`src/rtl/addr_sequencer.sv`:
```
// Instruction-sequencing FSM that drives the PC/addressing-unit selects and memory handshake.
// Optional memory-timeout watchdog with sticky FAULT state: define ADDR_SEQ_TIMEOUT_EN.
module addr_sequencer (
  input  logic       clk,
  input  logic       rst,
  input  logic       start,
  input  logic       mem_ack,
  input  logic       op_valid,
  input  logic [2:0] op,
  output logic       ResetPC,
  output logic       PCplusI,
  output logic       PCplus1,
  output logic       Iplus0,
  output logic       Rplus0,
  output logic       PCenable,
  output logic       mem_req,
  output logic       ir_load,
  output logic       busy,
  output logic       fault
);

  localparam logic [2:0] OP_JREL = 3'b001;
  localparam logic [2:0] OP_JREG = 3'b010;
  localparam logic [2:0] OP_LDI  = 3'b011;
  localparam logic [2:0] OP_LDR  = 3'b100;
  localparam logic [2:0] OP_HALT = 3'b111;

  typedef enum logic [3:0] {
    S_IDLE,
    S_RESET_PC,
    S_FETCH,
    S_DECODE,
    S_EXEC,
    S_DATA,
    S_ADVANCE,
    S_HALT
`ifdef ADDR_SEQ_TIMEOUT_EN
    , S_FAULT
`endif
  } state_t;

  state_t     r_state;
  logic [2:0] r_op;

`ifdef ADDR_SEQ_TIMEOUT_EN
  logic [3:0] r_cnt;
  logic       w_wait;
  logic       w_timeout;

  // Only FETCH/DATA are ever entered from other states, so clearing elsewhere equals clear-on-entry.
  assign w_wait    = ((r_state == S_FETCH) || (r_state == S_DATA)) && !mem_ack;
  assign w_timeout = w_wait && (r_cnt == 4'd15);

  always_ff @(posedge clk or posedge rst) begin
    if (rst) begin
      r_cnt <= 4'd0;
    end else if (w_wait) begin
      r_cnt <= r_cnt + 4'd1;
    end else begin
      r_cnt <= 4'd0;
    end
  end
`endif

  always_ff @(posedge clk or posedge rst) begin
    if (rst) begin
      r_state <= S_IDLE;
      r_op    <= 3'b000;
    end else begin
      case (r_state)
        S_IDLE:     if (start) r_state <= S_RESET_PC;
        S_RESET_PC: r_state <= S_FETCH;
        S_FETCH: begin
          if (mem_ack) r_state <= S_DECODE;
`ifdef ADDR_SEQ_TIMEOUT_EN
          else if (w_timeout) r_state <= S_FAULT;
`endif
        end
        S_DECODE: begin
          if (op_valid) begin
            r_op    <= op;
            r_state <= S_EXEC;
          end
        end
        S_EXEC: begin
          case (r_op)
            OP_LDI, OP_LDR: r_state <= S_DATA;
            OP_HALT:        r_state <= S_HALT;
            default:        r_state <= S_FETCH;
          endcase
        end
        S_DATA: begin
          if (mem_ack) r_state <= S_ADVANCE;
`ifdef ADDR_SEQ_TIMEOUT_EN
          else if (w_timeout) r_state <= S_FAULT;
`endif
        end
        S_ADVANCE: r_state <= S_FETCH;
        S_HALT:    if (start) r_state <= S_ADVANCE;
`ifdef ADDR_SEQ_TIMEOUT_EN
        S_FAULT:   r_state <= S_FAULT;
`endif
        default:   r_state <= S_IDLE;
      endcase
    end
  end

  // Moore decode; ir_load is the only output qualified by a live input (the fetch ack).
  always_comb begin
    ResetPC  = 1'b0;
    PCplusI  = 1'b0;
    PCplus1  = 1'b0;
    Iplus0   = 1'b0;
    Rplus0   = 1'b0;
    PCenable = 1'b0;
    mem_req  = 1'b0;
    ir_load  = 1'b0;
    busy     = 1'b0;
    fault    = 1'b0;
    case (r_state)
      S_RESET_PC: begin
        ResetPC  = 1'b1;
        PCenable = 1'b1;
        busy     = 1'b1;
      end
      S_FETCH: begin
        mem_req = 1'b1;
        ir_load = mem_ack;
        busy    = 1'b1;
      end
      S_DECODE: busy = 1'b1;
      S_EXEC: begin
        busy = 1'b1;
        case (r_op)
          OP_JREL: begin
            PCplusI  = 1'b1;
            PCenable = 1'b1;
          end
          OP_JREG: begin
            Rplus0   = 1'b1;
            PCenable = 1'b1;
          end
          OP_LDI, OP_LDR, OP_HALT: ;
          default: begin
            PCplus1  = 1'b1;
            PCenable = 1'b1;
          end
        endcase
      end
      S_DATA: begin
        mem_req = 1'b1;
        busy    = 1'b1;
        Iplus0  = (r_op == OP_LDI);
        Rplus0  = (r_op != OP_LDI);
      end
      S_ADVANCE: begin
        PCplus1  = 1'b1;
        PCenable = 1'b1;
        busy     = 1'b1;
      end
`ifdef ADDR_SEQ_TIMEOUT_EN
      S_FAULT: fault = 1'b1;
`endif
      default: ;
    endcase
  end

endmodule
```
`config.mk`:
```
export PLATFORM = sky130hd
export DESIGN_NAME = addr_sequencer
export DESIGN_NICKNAME = d
export VERILOG_FILES = /design/src/rtl/addr_sequencer.sv
export SDC_FILE = /design/constraint.sdc
export NUM_CORES = 1
export LEC_CHECK = 0
export CAP_MARGIN = 5
export CORE_MARGIN = 5
export CORE_UTILIZATION = 28
export CTS_CLUSTER_DIAMETER = 200
export DETAILED_ROUTE_END_ITERATION = 12
export PLACE_DENSITY = 0.62
export REMOVE_ABC_BUFFERS = 1
export SYNTH_ARGS = -nofsm -noshare
export SYNTH_HDL_FRONTEND = slang
export SYNTH_SLANG_ARGS = --single-unit
export TNS_END_PERCENT = 30
```
`constraint.sdc`:
```
create_clock -name clk -period 1.7 [get_ports clk]
set_clock_uncertainty 0.1 [all_clocks]
set_input_delay 0.34 -clock clk [delete_from_list [all_inputs] [get_ports clk]]
set_output_delay 0.34 -clock clk [all_outputs]
set_load 0.1 [all_outputs]
```
==> qor.txt <==
run status = finished with violations
failing checks = setup timing
Synth Area in Adders = 0%
total wire length = 1.238 mm
Unique masters post-synth = 27
final count of pins violating max slew = 0
gpl congestion = 0.7669
DRT iter0 DRCs = 10
Die Y = 51.80 um
sequential area share after synthesis = 30.69%
worst r2r src = r_op[1]
Vias/cell = 5.050
Die Area = 2683 um^2
post-synthesis cell area = 489.2 um^2
Area after DPL = 850.8 um^2
Placed Instances = 97
# rows = 15
CP required = 1260 ps
TritonCTS Buffers = 3
Max Cap Viol = 0
crit path DAT = 1550 ps
share of cells above drive strength 1 = 63.10%
Clock Sinks = 6
CTS tree = built
fraction of synthesized cell area in xor and xnor cells = 0%
Remaining DRCs = 0
Vias = 510
initial antenna violation count = 0
first-pass GRT wire length = 2.152 mm
flops & latches, synth = 6
HP Class = in -> async
CP Launch Type = flip-flop
Setup TNS Final = -1458 ps
Hold Vio Cnt, Final = 0
clock latency at the later pin of the worst-skew pair = 240 ps
Clock Pin Slew Worst Setup and Hold Paths = 50 ps
Critical Path End = PCplus1
CP max FO = 4
Final ANT Viol Nets = 0
EDFF count, synth = 0
cell area after layout = 979.7 um^2
largest family of logic cells by synthesized area = simple AND/OR/NAND/NOR gates
vias in the first global route = 517
final hold slack = 205.6 ps
r2r worst-path depth = 5
die extent in x = 51.80 um
synth warn = 0
nets = 94
post-synthesis simple-gate area fraction = 32.99%
final worst setup slack = -291.5 ps
synthesized instance count = 53
RSZ-0062 raised after global routing = yes
final cell count without fillers = 101
Compound-Gate Fraction of Synth Area = 11.51%
clk root buf = clkbuf_4
n_diodes = 0
largest net degree at the start of global routing = 12
setup violators final = 9
Synth Flop Type = dfrtp_1
area share of the largest cell type after synthesis = 30.69%
hold buffers post-CTS = 0
critical path launch point = r_op[2]
Synth area leader = dfrtp_1
H-tree Lvls = 1
total track usage = 10.72%
fraction of synthesized area in multiplexers = 18.67%
most common cell in the netlist = dfrtp_1
DR pass1 iterations = 2
async set-reset flop share out of synthesis = 100.0%
Highest Clock Rate = 502.1 MHz
Starting Density = 28.96%
critical path class = reg -> out
num ports = 18
syn_area_per_cell = 9.231 um^2
GRT overflow = 0
CTS max path bufs = 2
most frequent cells after synthesis = 6 x dfrtp_1, 4 x a21oi_1, 4 x nand2b_1, 4 x nor2_1
fin crit period = 1992 ps
core footprint = 1689 um^2
fin crit share = 117.1%
Area Overhead vs Synth = 100.3%
# port buffers = 16
Final HPWL DP = 957.6 um
mean routed wirelength per cell = 12.26 um
Crit. End Element = output port
R2R Setup Slk = 80 ps
R2R Path End = r_state[0]
top area cells in the synthesized netlist = dfrtp_1 31%, mux2_2 6.9%, nand2b_1 5.1%
-- worst min path at each step --
stage                     start         end  slack [ps]
final                       rst  r_state[1]         210
after global routing        rst  r_state[2]         220
after floorplan             rst     r_op[0]          30
after detailed placement    rst  r_state[0]         470
after CTS                   rst  r_state[1]         210
after global placement      rst     r_op[0]         470
-- registers in the layout, summed over array words and instances (netlist names) --
| signal | flops |
|---|---|
| r_op | 3 |
| r_state | 3 |
-- worst max-delay path, stage by stage, from the launching register on --
cell and delay, ps:
dfrtp_1 410, nor2b_4 140, or3b_4 400, a21oi_4 170, buf_12 180
-- kinds of logic (layout without fill, tap and decap cells) --
group	count (synthesis)	count (layout)
compound gates	8	8
buf+inv	5	36
flops	6	6
mux	7	7
other cells	1	1
simple gates	26	26
-- metrics by stage --
step	utilization [%]	worst slack (ps)
6_report	58.00	-291.5
3_5_place_dp	50.37	-106.6
5_1_grt	58.00	-364.4
2_1_floorplan	-	-1769
3_3_place_gp	50.37	-66.58
4_1_cts	53.33	-293.5
-- layout by cell type, fill, tap and decap left out, types with 2 or more instances in the layout --
cell	count
buf_6	3
nand2b_1	2
nand2b_4	2
and3_4	2
nor2_1	2
nor3_1	2
clkdlybuf4s50_1	7
nand3_1	2
or3b_4	2
nor3b_2	3
nand2_1	2
a21oi_1	2
buf_4	13
dfrtp_2	2
clkbuf_4	3
mux2_2	3
a21oi_4	2
dfrtp_1	4
buf_12	9
-- routing by layer --
| layer | global-route usage, % | wire length, um | share of wire, % |
|---|---|---|---|
| met5 | 0 | 0 | 0 |
| met4 | 5.240 | 5 | 0.40 |
| met3 | 3.438 | 59 | 4.8 |
| met2 | 17.58 | 656 | 53 |
| met1 | 12.50 | 517 | 42 |
-- repair_timing --
| action | CTS | global route |
|---|---|---|
| endpoints found under the setup margin | 9 | 9 |
| pin swaps | 2 | 6 |
| setup buffers | 0 | 1 |
| resized for setup | 6 | 17 |
-- cell type report --
type	instances	area [um^2]
Timing Repair Buffer	32	381.6
Tap cell	17	21.27
Clock buffer	3	22.52
Fill cell	154	709.4
Multi-Input combinational cell	42	397.9
Sequential cell	6	152.6
Inverter	1	3.754
Power is left out: the tool's default activity adds up to more than one toggle a clock period on the data nets, which glitch-free logic cannot reach.
